<file path="src/rtl/seq_mult.sv">
// Iterative shift-add multiplier retiring one multiplier bit per clock, with valid/ready on both sides.
// Optional per-operation two's-complement mode is compiled in by defining MULT_SIGNED_EN.
module seq_mult #(
    parameter int A_WIDTH = 8,
    parameter int B_WIDTH = 8
) (
    input  logic                         clk_i,
    input  logic                         rst_i,
    input  logic                         valid_i,
    output logic                         ready_o,
    input  logic [A_WIDTH-1:0]           a_i,
    input  logic [B_WIDTH-1:0]           b_i,
    input  logic                         signed_i,
    output logic                         valid_o,
    input  logic                         ready_i,
    output logic [A_WIDTH+B_WIDTH-1:0]   product_o
);

    localparam int P_WIDTH = A_WIDTH + B_WIDTH;
    localparam int CNT_W   = $clog2(B_WIDTH + 1);

    localparam logic [P_WIDTH-1:0] P_ZERO = {P_WIDTH{1'b0}};
    localparam logic [CNT_W-1:0]   CNT_LOAD = CNT_W'(B_WIDTH);
    localparam logic [CNT_W-1:0]   CNT_ONE  = CNT_W'(1);

    typedef enum logic [1:0] {
        ST_IDLE = 2'd0,
        ST_CALC = 2'd1,
        ST_DONE = 2'd2
    } state_t;

    state_t               state_r;
    logic [P_WIDTH-1:0]   mcand_r;
    logic [B_WIDTH-1:0]   mplier_r;
    logic [P_WIDTH-1:0]   acc_r;
    logic [CNT_W-1:0]     cnt_r;
    logic                 neg_r;
    logic                 ready_r;
    logic                 valid_r;
    logic [P_WIDTH-1:0]   product_r;

    logic                 signed_sel_s;
    logic [A_WIDTH-1:0]   a_mag_s;
    logic [B_WIDTH-1:0]   b_mag_s;
    logic                 neg_s;
    logic [P_WIDTH-1:0]   partial_s;
    logic [P_WIDTH-1:0]   acc_next_s;
    logic [P_WIDTH-1:0]   result_s;

`ifdef MULT_SIGNED_EN
    function automatic logic [A_WIDTH-1:0] abs_a(input logic [A_WIDTH-1:0] v, input logic sgn);
        logic [A_WIDTH-1:0] r;
        if (sgn && v[A_WIDTH-1]) begin
            r = ~v + {{(A_WIDTH-1){1'b0}}, 1'b1};
        end else begin
            r = v;
        end
        return r;
    endfunction

    function automatic logic [B_WIDTH-1:0] abs_b(input logic [B_WIDTH-1:0] v, input logic sgn);
        logic [B_WIDTH-1:0] r;
        if (sgn && v[B_WIDTH-1]) begin
            r = ~v + {{(B_WIDTH-1){1'b0}}, 1'b1};
        end else begin
            r = v;
        end
        return r;
    endfunction

    function automatic logic [P_WIDTH-1:0] neg_p(input logic [P_WIDTH-1:0] v);
        return ~v + {{(P_WIDTH-1){1'b0}}, 1'b1};
    endfunction

    assign signed_sel_s = signed_i;
`else
    // Sign select is tied off; the mask only keeps the unused port visible to lint.
    assign signed_sel_s = signed_i & 1'b0;
`endif

    // Operand magnitude and result sign at acceptance time.
    always_comb begin
        a_mag_s = a_i;
        b_mag_s = b_i;
        neg_s   = 1'b0;
`ifdef MULT_SIGNED_EN
        a_mag_s = abs_a(a_i, signed_sel_s);
        b_mag_s = abs_b(b_i, signed_sel_s);
        if (signed_sel_s) begin
            neg_s = a_i[A_WIDTH-1] ^ b_i[B_WIDTH-1];
        end else begin
            neg_s = 1'b0;
        end
`else
        neg_s = signed_sel_s;
`endif
    end

    // One shift-add step and the sign-corrected final value.
    always_comb begin
        partial_s = P_ZERO;
        if (mplier_r[0]) begin
            partial_s = mcand_r;
        end else begin
            partial_s = P_ZERO;
        end
        acc_next_s = acc_r + partial_s;
        result_s   = acc_next_s;
`ifdef MULT_SIGNED_EN
        if (neg_r) begin
            result_s = neg_p(acc_next_s);
        end else begin
            result_s = acc_next_s;
        end
`endif
    end

    // Control FSM, datapath registers and registered outputs.
    always_ff @(posedge clk_i or posedge rst_i) begin
        if (rst_i) begin
            state_r   <= ST_IDLE;
            mcand_r   <= P_ZERO;
            mplier_r  <= {B_WIDTH{1'b0}};
            acc_r     <= P_ZERO;
            cnt_r     <= {CNT_W{1'b0}};
            neg_r     <= 1'b0;
            ready_r   <= 1'b1;
            valid_r   <= 1'b0;
            product_r <= P_ZERO;
        end else begin
            case (state_r)
                ST_IDLE: begin
                    if (valid_i) begin
                        mcand_r  <= {{B_WIDTH{1'b0}}, a_mag_s};
                        mplier_r <= b_mag_s;
                        acc_r    <= P_ZERO;
                        cnt_r    <= CNT_LOAD;
                        neg_r    <= neg_s;
                        ready_r  <= 1'b0;
                        state_r  <= ST_CALC;
                    end
                end
                ST_CALC: begin
                    acc_r    <= acc_next_s;
                    mcand_r  <= mcand_r << 1;
                    mplier_r <= mplier_r >> 1;
                    cnt_r    <= cnt_r - CNT_ONE;
                    if (cnt_r == CNT_ONE) begin
                        product_r <= result_s;
                        valid_r   <= 1'b1;
                        state_r   <= ST_DONE;
                    end
                end
                ST_DONE: begin
                    if (ready_i) begin
                        valid_r <= 1'b0;
                        ready_r <= 1'b1;
                        state_r <= ST_IDLE;
                    end
                end
                default: begin
                    state_r <= ST_IDLE;
                    ready_r <= 1'b1;
                    valid_r <= 1'b0;
                end
            endcase
        end
    end

    assign ready_o   = ready_r;
    assign valid_o   = valid_r;
    assign product_o = product_r;

endmodule

</file>
<file path="config.mk">
export PLATFORM = sky130hd
export DESIGN_NAME = seq_mult
export DESIGN_NICKNAME = d
export VERILOG_FILES = /design/src/rtl/seq_mult.sv
export SDC_FILE = /design/constraint.sdc
export NUM_CORES = 1
export LEC_CHECK = 0
export BUFFER_PORTS_ARGS = -buffer_cell sky130_fd_sc_hd__buf_4
export CORE_MARGIN = 10
export CORE_UTILIZATION = 65
export CTS_BUF_LIST = sky130_fd_sc_hd__clkbuf_8
export DETAILED_ROUTE_END_ITERATION = 8
export GPL_ROUTABILITY_DRIVEN = 0
export PLACE_DENSITY = 0.87
export SYNTH_ARGS = -nofsm -noshare
export SYNTH_HDL_FRONTEND = slang
export SYNTH_SLANG_ARGS = --single-unit
</file>
<file path="constraint.sdc">
create_clock -name clk_i -period 4.2 [get_ports clk_i]
set_input_delay 0 -clock clk_i [delete_from_list [all_inputs] [get_ports clk_i]]
set_output_delay 0 -clock clk_i [all_outputs]
set_load 0.02 [all_outputs]
</file>
# Yosys cells after proc, flatten, opt, wreduce, memory -nomap -nowiden
# Cells that the tools add are included.
totals:
  register_bits: 64
  latchBits: 0
  mem_bits_rw: 0
  romBits: 0
  input_bits: 21
  out_inout_bits: 18
  elab_cells: 44
  mem_count: 0
op_classes:
  add_sub_neg: 2
  n_mul: 0
  div_mod_pow: 0
  magnitude_cmp: 0
  eq_ne: 6
  shift: 0
  n_mux: 19
  n_bitwise: 2
  n_reduce_logical: 7
op_table:
  columns: ["op", "count"]
  rows:
  - ["one-hot mux 16 bit (2 select lines)", 2]
  - ["2-to-1 mux 16 bit", 3]
  - ["adder 16 bit", 1]
  - ["one-hot mux 8 bit (2 select lines)", 1]
  - ["AND reduction 3 bit", 3]
  - ["2-to-1 mux 8 bit", 1]
  - ["one-hot mux 4 bit (2 select lines)", 1]
  - ["2-to-1 mux 2 bit", 3]
  - ["!= test 2 bit (second input constant)", 3]
  - ["one-hot mux 1 bit (3 select lines)", 2]
  - ["one-hot mux 2 bit (3 select lines)", 1]
  - ["equality test 4 x 1 -> 1 bit (second input constant)", 1]
  - ["2-to-1 mux 1 bit", 4]
  - ["2-to-1 mux 4 bit", 1]
  - ["AND reduction 2 bit", 2]
  - ["subtractor 4 x 1 -> 4 bit (second input constant)", 1]
  - ["equality test 2 x 1 -> 1 bit (second input constant)", 1]
  - ["equality test 2 bit (second input constant)", 1]
  - ["logical NOT 2 bit", 1]
  - ["inverter 1 bit", 2]
  - ["nonzero test 2 bit", 1]

# Depth between registers and ports, before layout
# Gate-level depths: netlist (run 1).
depth:
  ltp_word: 3
  ltp_mapped: 10
  depth_no_buf: 10

# Least setup slack after synthesis (run 1)
# No wires, ideal clock.
synth_timing:
  path_type: "register -> register"
  start: "reg mplier_r[0]"
  end: "reg product_r[12], in the netlist product_o[12]"
  setup_ns: 0.135
  arrival_time_ns: 2.220
  required_time_ns: 4.065
  setup_slack_ns: 1.844
  path_stages_with_launch: 11
  n_path_buf: 0
  synth_period_minus_slack_ns: 2.356
  cell_sequence: "dfrtp_1 and2_1 ha_1 fa_1 a21o_1 a221oi_2 a21boi_2 a21oi_1 o21bai_1 xnor2_1 o21ai_1"
synth_via:
  elab_chain_len: 2
synth_lines:
  columns: ["item", "line_no", "text"]
  rows:
  - ["start: declaration", "34", "logic [B_WIDTH-1:0] mplier_r;"]
  - ["start signal: assignment", "123", "mplier_r <= {B_WIDTH{1'b0}};"]
  - ["start signal: assignment", "135", "mplier_r <= b_mag_s;"]
  - ["start signal: assignment", "146", "mplier_r <= mplier_r >> 1;"]
  - ["2-to-1 mux 16 bit", "102", "if (mplier_r[0]) begin"]
  - ["adder 16 bit", "107", "acc_next_s = acc_r + partial_s;"]
  - ["end signal: assignment", "149", "product_r <= result_s;"]
  - ["end: declaration", "40", "logic [P_WIDTH-1:0] product_r;"]
# Every way passes these cells.
# A chain may end at the register's enable or synchronous reset.

# Worst setup path after layout (run 1)
# Ends and elaborated chain as after synthesis.

==> results of run 1 <==
worst min-delay path, cell delays in order:
cell and delay (ps):
buf_4 190, a31oi_1 100, o21ai_0 130
cells in the final DEF, fill, tap and decap left out, drive strengths merged, types with 3 or more instances in the layout:
cell type / netlist / final
nand3: 3 / 3
dlygate4sd3: 0 / 18
a22o: 18 / 18
a21oi: 13 / 13
xnor2: 14 / 14
o21a: 3 / 3
dfrtp: 63 / 63
and2: 31 / 31
nor3: 3 / 3
nor2: 15 / 15
a31oi: 14 / 14
nor2b: 4 / 4
o21ai: 39 / 39
mux2: 10 / 10
nand2b: 3 / 3
nand2: 40 / 40
inv: 6 / 7
buf: 2 / 40
clkbuf: 14 / 10
ha: 17 / 17
a21o: 3 / 3
registers in the layout, summed over array words and instances, names as in the netlist:
| name | cells |
|---|---|
| mplier_r | 8 |
| valid_o | 1 |
| product_o | 16 |
| acc_r | 16 |
| ready_o | 1 |
| mcand_r | 16 |
| state_r | 2 |
| cnt_r | 4 |
layout make-up:
cell class	instances	area (sq um)
Multi-Input combinational cell	253	1710
Sequential cell	64	1600
Inverter	6	22.5
Clock inverter	6	83.8
Clock buffer	10	138
Timing Repair Buffer	58	480
Tap cell	70	87.6
Fill cell	325	953
stage by stage:
stage	worst slack, ps	cells	hold WS (ps)
3_3_place_gp	1440	433	261
6_report	1370	467	108
5_1_grt	1210	467	118
2_1_floorplan	1840	339	170
4_1_cts	1390	467	98.6
3_5_place_dp	1430	433	265
worst paths after layout:
kind | start | end | slack (ps) | depth (start not counted)
min | valid_i | mplier_r[0] | 110 | 3
min in group asynchronous | rst_i | mplier_r[6] | 440 | 4
max in group asynchronous | rst_i | acc_r[15] | 3240 | 4
min reg2reg | mplier_r[6] | mplier_r[6] | 480 | 2
max | mplier_r[0] | product_o[12] | 1370 | 10
max reg2reg | mplier_r[0] | product_o[12] | 1370 | 10
where the power goes:
| group | switching (uW) | total (uW) | leakage [uW] | internal [uW] |
|---|---|---|---|---|
| Combinational | 547 | 994 | 0.00103 | 447 |
| Clock | 241 | 588 | 0.000110 | 347 |
| Sequential | 190 | 1040 | 0.000836 | 849 |
metal layers:
metal | track usage | vias to the layer above | routed length, um
met1 | 0.225 | 1306 | 3250
li1 | - | 1310 | -
met2 | 0.312 | 81 | 3930
met5 | 0 | - | 0
met4 | 0.0578 | 0 | 121
met3 | 0.0676 | 14 | 433
cell families after synthesis:
kind of cell / Yosys count / share of synthesized area
xor gates and xnor gates: 15 / 0.0388
buffers and inverters: 22 / 0.0244
adders and majority gates: 18 / 0.0687
and+or+nand+nor: 104 / 0.151
DFF: 64 / 0.473
muxes: 12 / 0.0391
AOI/OAI and AO/OA: 104 / 0.205
==> flow_summary.toml, run 1 <==
[cts]
ctsHtreeMaxLevel = 3
cts_tree = "done"
clk_pin_slew_worst_paths_ps = 70
cts_buffer_depth = 2
numCtsBuffers = 9
cts_resized = 0
holdBufCountCts = 18
clock_sinks = 64
worstSkewPairLatency_ps = 350
cts-root-buf = "clkbuf_8"
cts_setup_buffers = 0

[job]
cap_violations = 0

[timing]
timing.final.crit_period_ps = 2830
worst_pin_slew_ps = 965
finalMaxSlewViolations = 0
relSlewSlack = 0.356
setup_viol = 0
fin_skew_ps = 9.92
period_share = 0.674
fmax_ghz = 0.353
final.setup.tns_ps = 0
hold_viol = 0
rsz0062_at_grt = "false"

[floorplan]
pin_count = 39
coreArea_sq_um = 5070
die_h_um = 92.2
dieArea_sq_um = 8500
die_x_um = 92.2
initial_core_util = 0.668
rows = 26

[logic_synthesis]
syn-num-nets = 378
synthArstFlopShare = 1.00
ys.flop_type = "dfrtp_1"
yosysUniqueCellTypes = 45
syn_inst = 339
syn-cell-area_sq_um = 3390
synth_top_area_frac = 0.465
synth_edf_count = 0
yosys.area.top_type = "dfrtp_1"
yosysMostFrequentCell = "dfrtp_1"
yosys_warnings = 0
syn_area_per_cell_sq_um = 9.99
ys_ff_latch = 64
synth_common_cells = "dfrtp_1 (63), nand2_1 (40), o21ai_0 (32), and2_1 (30), a22o_1 (18)"
seq_area_frac_synth = 0.473
synth_area_leaders = "dfrtp_1 (47%), ha_1 (6.3%), and2_1 (5.5%), o21ai_0 (4.7%), a22o_1 (4.7%)"

[critical_path]
cp_num_buf_inv = 0
crit_chain = "and2_1, ha_1, fa_1, a21o_1, a221oi_2, a21boi_2, a21oi_1, o21bai_1, xnor2_1, o21ai_1"
cp_slowest_cell = "dfrtp_1"
worstSetupPathType = "reg2reg"
crit_required_ps = 4400
crit_arrival_ps = 3030
critPathTopFamily = "compound AO/OA/AOI/OAI gates"
path_max_fanout = 18
cp_slowest_stage_delay_ps = 550
crit_path_start_kind = "flip-flop"
end_kind = "flip-flop"

[routing]
viasPerCell = 5.81
firstDrtPassIters = 5
drt-wirelength-per-cell_um = 16.6
drc = 0
num_vias = 2711
drt_iter0_drc = 264
ant_nets = 0
wirelength_um = 7730

[run_status]
outcome = "completed"

[power]
leakage_uw = 0.00197
p_total_uw = 2620
power.density_nw_per_um2 = 636
peakVddDrop_mv = 0.434

[placement]
port_buffers = 37
dp_hpwl_um = 5070
dpl-instance-area_sq_um = 3720

[grt]
grt_pass1_wl_um = 12900
gr-total-overflow = 0
antenna_found_initial = 0
grt_pass1_vias = 2672
grt_usage = 0.189
grt_max_degree = 65

[final_layout]
diodes = 0
area_growth_pct = 21.6
finalNetCount = 431
fin_util = 0.812
drive_gt1_frac = 0.194
stdcell_area_sq_um = 4120

[worst_hold_path]
hold_path_class = "in2reg"
(Power assumes the default switching activity.)
==> run 2, diff against run 1 <==
- CORE_UTILIZATION: 65 -> 55
- PLACE_DENSITY: 0.87 -> 0.79
- clock period: 4.2 -> 2.29 ns (I/O delays scaled with it)
==> run 2 against run 1 <==
The flow now finishes with violations (setup timing). Cell count increased by 7.3%. Setup slack got worse by 1500 ps. Die area increased by 14%. Global-route usage decreased by 1.4 points. Critical endpoint is now product_o[8]. Highest routed layer unchanged.
==> flow_summary.toml, run 2 (synthesis gave the netlist of run 1 again) <==
[run_status]
outcome = "complete, but fails checks"
violations = "setup timing"

[critical_path]
crit_path_start_kind = "flip-flop"
crit_required_ps = 2510
critPathTopFamily = "compound AO/OA/AOI/OAI gates"
end_kind = "flip-flop"
crit_arrival_ps = 2690
cp_slowest_stage_delay_ps = 450
rr_endpoint = "product_o[8]"
r2r_cells = 9
rr_startpoint = "mplier_r[0]"
cp_slowest_cell = "dfrtp_2"
path_max_fanout = 6
cp_num_buf_inv = 1
r2r_slack_ps = -180
crit_chain = "and2_4, ha_4, fa_2, a21o_1, a221oi_4, buf_4, o21ai_2, xor2_1, mux2_2"
worstSetupPathType = "reg2reg"

[grt]
gr-total-overflow = 0
grt_pass1_vias = 2984
grt_max_degree = 28
grt_usage = 0.174
grt_pass1_wl_um = 14200
antenna_found_initial = 0

[floorplan]
die_x_um = 98.5
initial_core_util = 0.569
rows = 28
dieArea_sq_um = 9700
die_h_um = 98.5
coreArea_sq_um = 5960
pin_count = 39

[final_layout]
final_cell_mix = "buf_4 (70), dfrtp_1 (62), nand2_1 (38)"
fill_cells = 413
area_growth_pct = 32.9
finalNetCount = 460
drive_gt1_frac = 0.308
final_common_cell = "buf_4"
fin_util = 0.756
diodes = 0

[power]
peakVddDrop_mv = 0.782
leakage_uw = 0.00214
power.density_nw_per_um2 = 1140

[cts]
cts-root-buf = "clkbuf_8"
ctsHtreeMaxLevel = 3
cts_buffer_depth = 2
clk_pin_slew_worst_paths_ps = 70
numCtsBuffers = 9
worstSkewPairLatency_ps = 340
cts_tree = "done"
clock_sinks = 64

[routing]
viasPerCell = 5.71
wirelength_um = 8760
firstDrtPassIters = 4
drt-wirelength-per-cell_um = 17.5
drc = 0
drt_iter0_drc = 166
num_vias = 2860
ant_nets = 0

[timing]
timing.final.crit_period_ps = 2470
final.setup.tns_ps = -1140
whs_ps = 17.6
fin_skew_ps = 6.61
setup_ws_ps = -180
period_share = 1.08
hold_viol = 0
setup_viol = 10
rsz0062_at_grt = "true"
fmax_ghz = 0.405
relSlewSlack = 0.561
worst_pin_slew_ps = 658
finalMaxSlewViolations = 0

[placement]
dp_slack_ps = -138
port_buffers = 37
dp_hpwl_um = 5720

[worst_hold_path]
worstHoldEndpoint = "mcand_r[6]"
hold_depth = 3
hold_start = "a_i[6]"
hold_path_class = "in2reg"

[job]
cap_violations = 0
## run 2: cell count changes in the layout (fill, tap and decap cells not counted), sizes merged
cell         before  now
bufinv            2    1
dlygate4sd3      18   15
inv               7    9
clkbuf           10   11
buf              40   72
clkinv            1    0
clkinvlp          2    1
## run 2: cell type report
cell class	instances	area [sq um]	area share
clock inverter	5	48.8	0.0108
tap	75	93.8	0.0208
clock buffer	11	151	0.0336
inverter	6	22.5	0.00500
multi-input combinational	253	1870	0.416
timing repair buffer	87	707	0.157
sequential	64	1600	0.356
## run 2: metal layers
layer | vias up | wire [um] | track usage
li1 | 1368 | - | -
met1 | 1400 | 3740 | 0.210
met2 | 78 | 4490 | 0.291
met3 | 14 | 411 | 0.0391
met4 | 0 | 115 | 0.0772
met5 | - | 0 | 0
## run 2: how the worst max path moves through the flow
stage,from,to,depth (start not counted)
CTS,mplier_r[0],product_o[12],10
detailed placement,mplier_r[0],acc_r[12],10
finish,mplier_r[0],product_o[8],9
floorplan,mplier_r[0],product_o[12],10
global route,mplier_r[0],product_o[12],10
global placement,mplier_r[0],product_o[12],10
## run 2: what timing repair did
action,4_1_cts,5_1_grt
setup buffers,0,3
endpoints found under the hold margin,38,0
hold buffers,15,0
pin swaps,5,13
resized for setup,6,21
setup endpoints to repair,14,19
## run 2: stage by stage
| stage | power, uW | cell area, sq um | std cells |
|---|---|---|---|
| final | 5120 | 4500 | 501 |
| after global routing | 5450 | 4500 | 501 |
| after CTS | 4980 | 4360 | 498 |
| after detailed placement | 3960 | 3980 | 467 |
| after global placement | 3860 | 3980 | 467 |
| after floorplan | 3130 | 3410 | 339 |
## run 2: power breakdown
group	leakage, uW	switching (uW)	internal, uW
clock	0.000109	428	551
combinational	0.00120	1160	1080
sequential	0.000834	339	1560
total	0.00214	1930	3190
## run 2: worst register-to-register path, cell delays in order, from the launching register on
cell	delay [ps]
dfrtp_2	450
and2_4	160
ha_4	160
fa_2	330
a21o_1	210
a221oi_4	340
buf_4	180
o21ai_2	60
xor2_1	200
mux2_2	270
==> run 3, diff against run 2 <==
==> constraint.sdc (replaced) <==
create_clock -name clk_i -period 2.29 [get_ports clk_i]
set_input_delay 0.3435 -clock clk_i [delete_from_list [all_inputs] [get_ports clk_i]]
set_output_delay 0.3435 -clock clk_i [all_outputs]
set_load 0.02 [all_outputs]
==> run 3 against run 2 <==
The run still ends with setup timing left. Routed wire length decreased by 5.8%. Critical path depth unchanged. Global-route usage decreased by 1.3 points. Final area decreased by 2.0%. Sequential power about the same. Clock skew about the same. Via count decreased by 1.6%. Total power decreased by 0.21%. Critical path type unchanged. Highest routed layer unchanged.
==> flow_summary.toml, run 3 (synthesis gave the netlist of run 1 again) <==
[final_layout]
fin_cells = 488
final_cell_mix = "buf_4 (72), dfrtp_1 (63), nand2_1 (37)"
area_growth_pct = 30.2
fin_util = 0.741
drive_gt1_frac = 0.332
final_common_cell = "buf_4"
diodes = 0
finalNetCount = 448

[power]
switching_share = 0.377
p_int_uw = 3180
power.density_nw_per_um2 = 1160
leakage_uw = 0.00209
peakVddDrop_mv = 0.828
power_frac_clock = 0.187
p_sw_uw = 1930
seqPwrFrac = 0.368
p_total_uw = 5110
comb_power_share = 0.445

[timing]
fmax_ghz = 0.409
timing.final.crit_period_ps = 2450
setup_ws_ps = -156
setup_viol = 8
worst_pin_slew_ps = 727
fin_skew_ps = 6.73
rsz0062_at_grt = "true"
finalMaxSlewViolations = 0
relSlewSlack = 0.515
period_share = 1.07
hold_viol = 0

[critical_path]
critPathTopFamily = "compound AO/OA/AOI/OAI gates"
crit_chain = "buf_6, and2_1, ha_1, a21oi_1, a32oi_1, a21boi_2, o22ai_2, xnor2_2, mux2_2"
path_max_fanout = 8
r2r_slack_ps = -160
worstSetupPathType = "reg2reg"
end_kind = "flip-flop"
crit_required_ps = 2520
r2r_cells = 9
crit_path_start_kind = "flip-flop"
cp_num_cells = 9
cp_slowest_cell = "dfrtp_1"
cp_num_buf_inv = 1
crit_arrival_ps = 2670
cp_slowest_stage_delay_ps = 430

[run_status]
outcome = "complete, but fails checks"
violations = "setup timing"

[floorplan]
initial_core_util = 0.569
die_x_um = 98.5
pin_count = 39
dieArea_sq_um = 9700
coreArea_sq_um = 5960
die_h_um = 98.5
rows = 28

[routing]
firstDrtPassIters = 4
ant_nets = 0
viasPerCell = 5.76
wirelength_um = 8260
drt_iter0_drc = 144
drt-wirelength-per-cell_um = 16.9
num_vias = 2813
drc = 0

[worst_hold_path]
hold_path_class = "in2async"

[job]
cap_violations = 0

[cts]
worstSkewPairLatency_ps = 340
cts-root-buf = "clkbuf_8"
ctsHtreeMaxLevel = 3
numCtsBuffers = 9
cts_tree = "done"
clock_sinks = 64
holdBufCountCts = 0
cts_buffer_depth = 2
clk_pin_slew_worst_paths_ps = 70

[grt]
grt_pass1_wl_um = 13100
grt_usage = 0.161
gr-total-overflow = 0
grt_max_degree = 65
grt_pass1_vias = 2775
antenna_found_initial = 0

[placement]
port_buffers = 37
dp_slack_ps = -129
placed_cells_incl_taps = 468
dp_hpwl_um = 5320
-- run 3: cell types whose count changed in the layout (fill, tap and decap cells not counted), sizes merged --
cell,before,now
buf,72,75
clkbuf,11,10
clkinv,0,1
dlygate4sd3,15,0
inv,9,8
-- run 3: worst paths after layout --
kind	startpoint	endpoint
min in group clk_i	a_i[0]	mcand_r[0]
worst max register to register	mplier_r[0]	product_o[14]
worst min-delay path	rst_i	product_o[13]
max in group asynchronous	rst_i	ready_o
worst max-delay path	mplier_r[0]	product_o[14]
worst min register to register	mplier_r[5]	mplier_r[5]
-- run 3: layout make-up --
cell class                      count  area [sq um]
Multi-Input combinational cell    253          1920
Timing Repair Buffer               75           583
Clock buffer                       10           138
Clock inverter                      5          50.0
Sequential cell                    64          1600
Inverter                            6          22.5
Fill cell                         417          1540
Tap cell                           75          93.8
-- run 3: what timing repair did --
item,4_1_cts,5_1_grt
setup buffers,1,5
setup endpoints to repair,12,18
gates resized for setup,7,31
pin swaps,8,14
-- run 3: worst register-to-register path, delay by kind of cell, from the launching register on --
family          cells  cell delay, ps
buf+inv             1             150
xor+xnor            1             170
mux                 1             260
compound gates      4             810
flops               1             430
simple gates        1             130
fa+ha+maj           1             390
-- run 3: per-layer routing --
| metal | track usage | up-vias | wire [um] |
|---|---|---|---|
| met5 | 0 | - | 0 |
| met4 | 0.0650 | 0 | 133 |
| met3 | 0.0363 | 14 | 406 |
| met2 | 0.250 | 75 | 4030 |
| met1 | 0.213 | 1384 | 3690 |
| li1 | - | 1340 | - |
-- run 3: power groups by stage --
stage               combinational, uW  sequential, uW  clock, uW
floorplan                        1180            1950          0
finish                           2270            1880        956
global route                     2500            1930       1010
global placement                 2010            1850          0
CTS                              2110            1850        952
detailed placement               2080            1870          0
-- run 3: per-stage QoR --
step	TNS, ps	hold WS (ps)	instance area (sq um)
6_report	-593	61.9	4410
3_5_place_dp	-624	449	3990
5_1_grt	-2100	106	4410
3_3_place_gp	-264	440	3990
2_1_floorplan	0	442	3410
4_1_cts	-264	83.7	4210
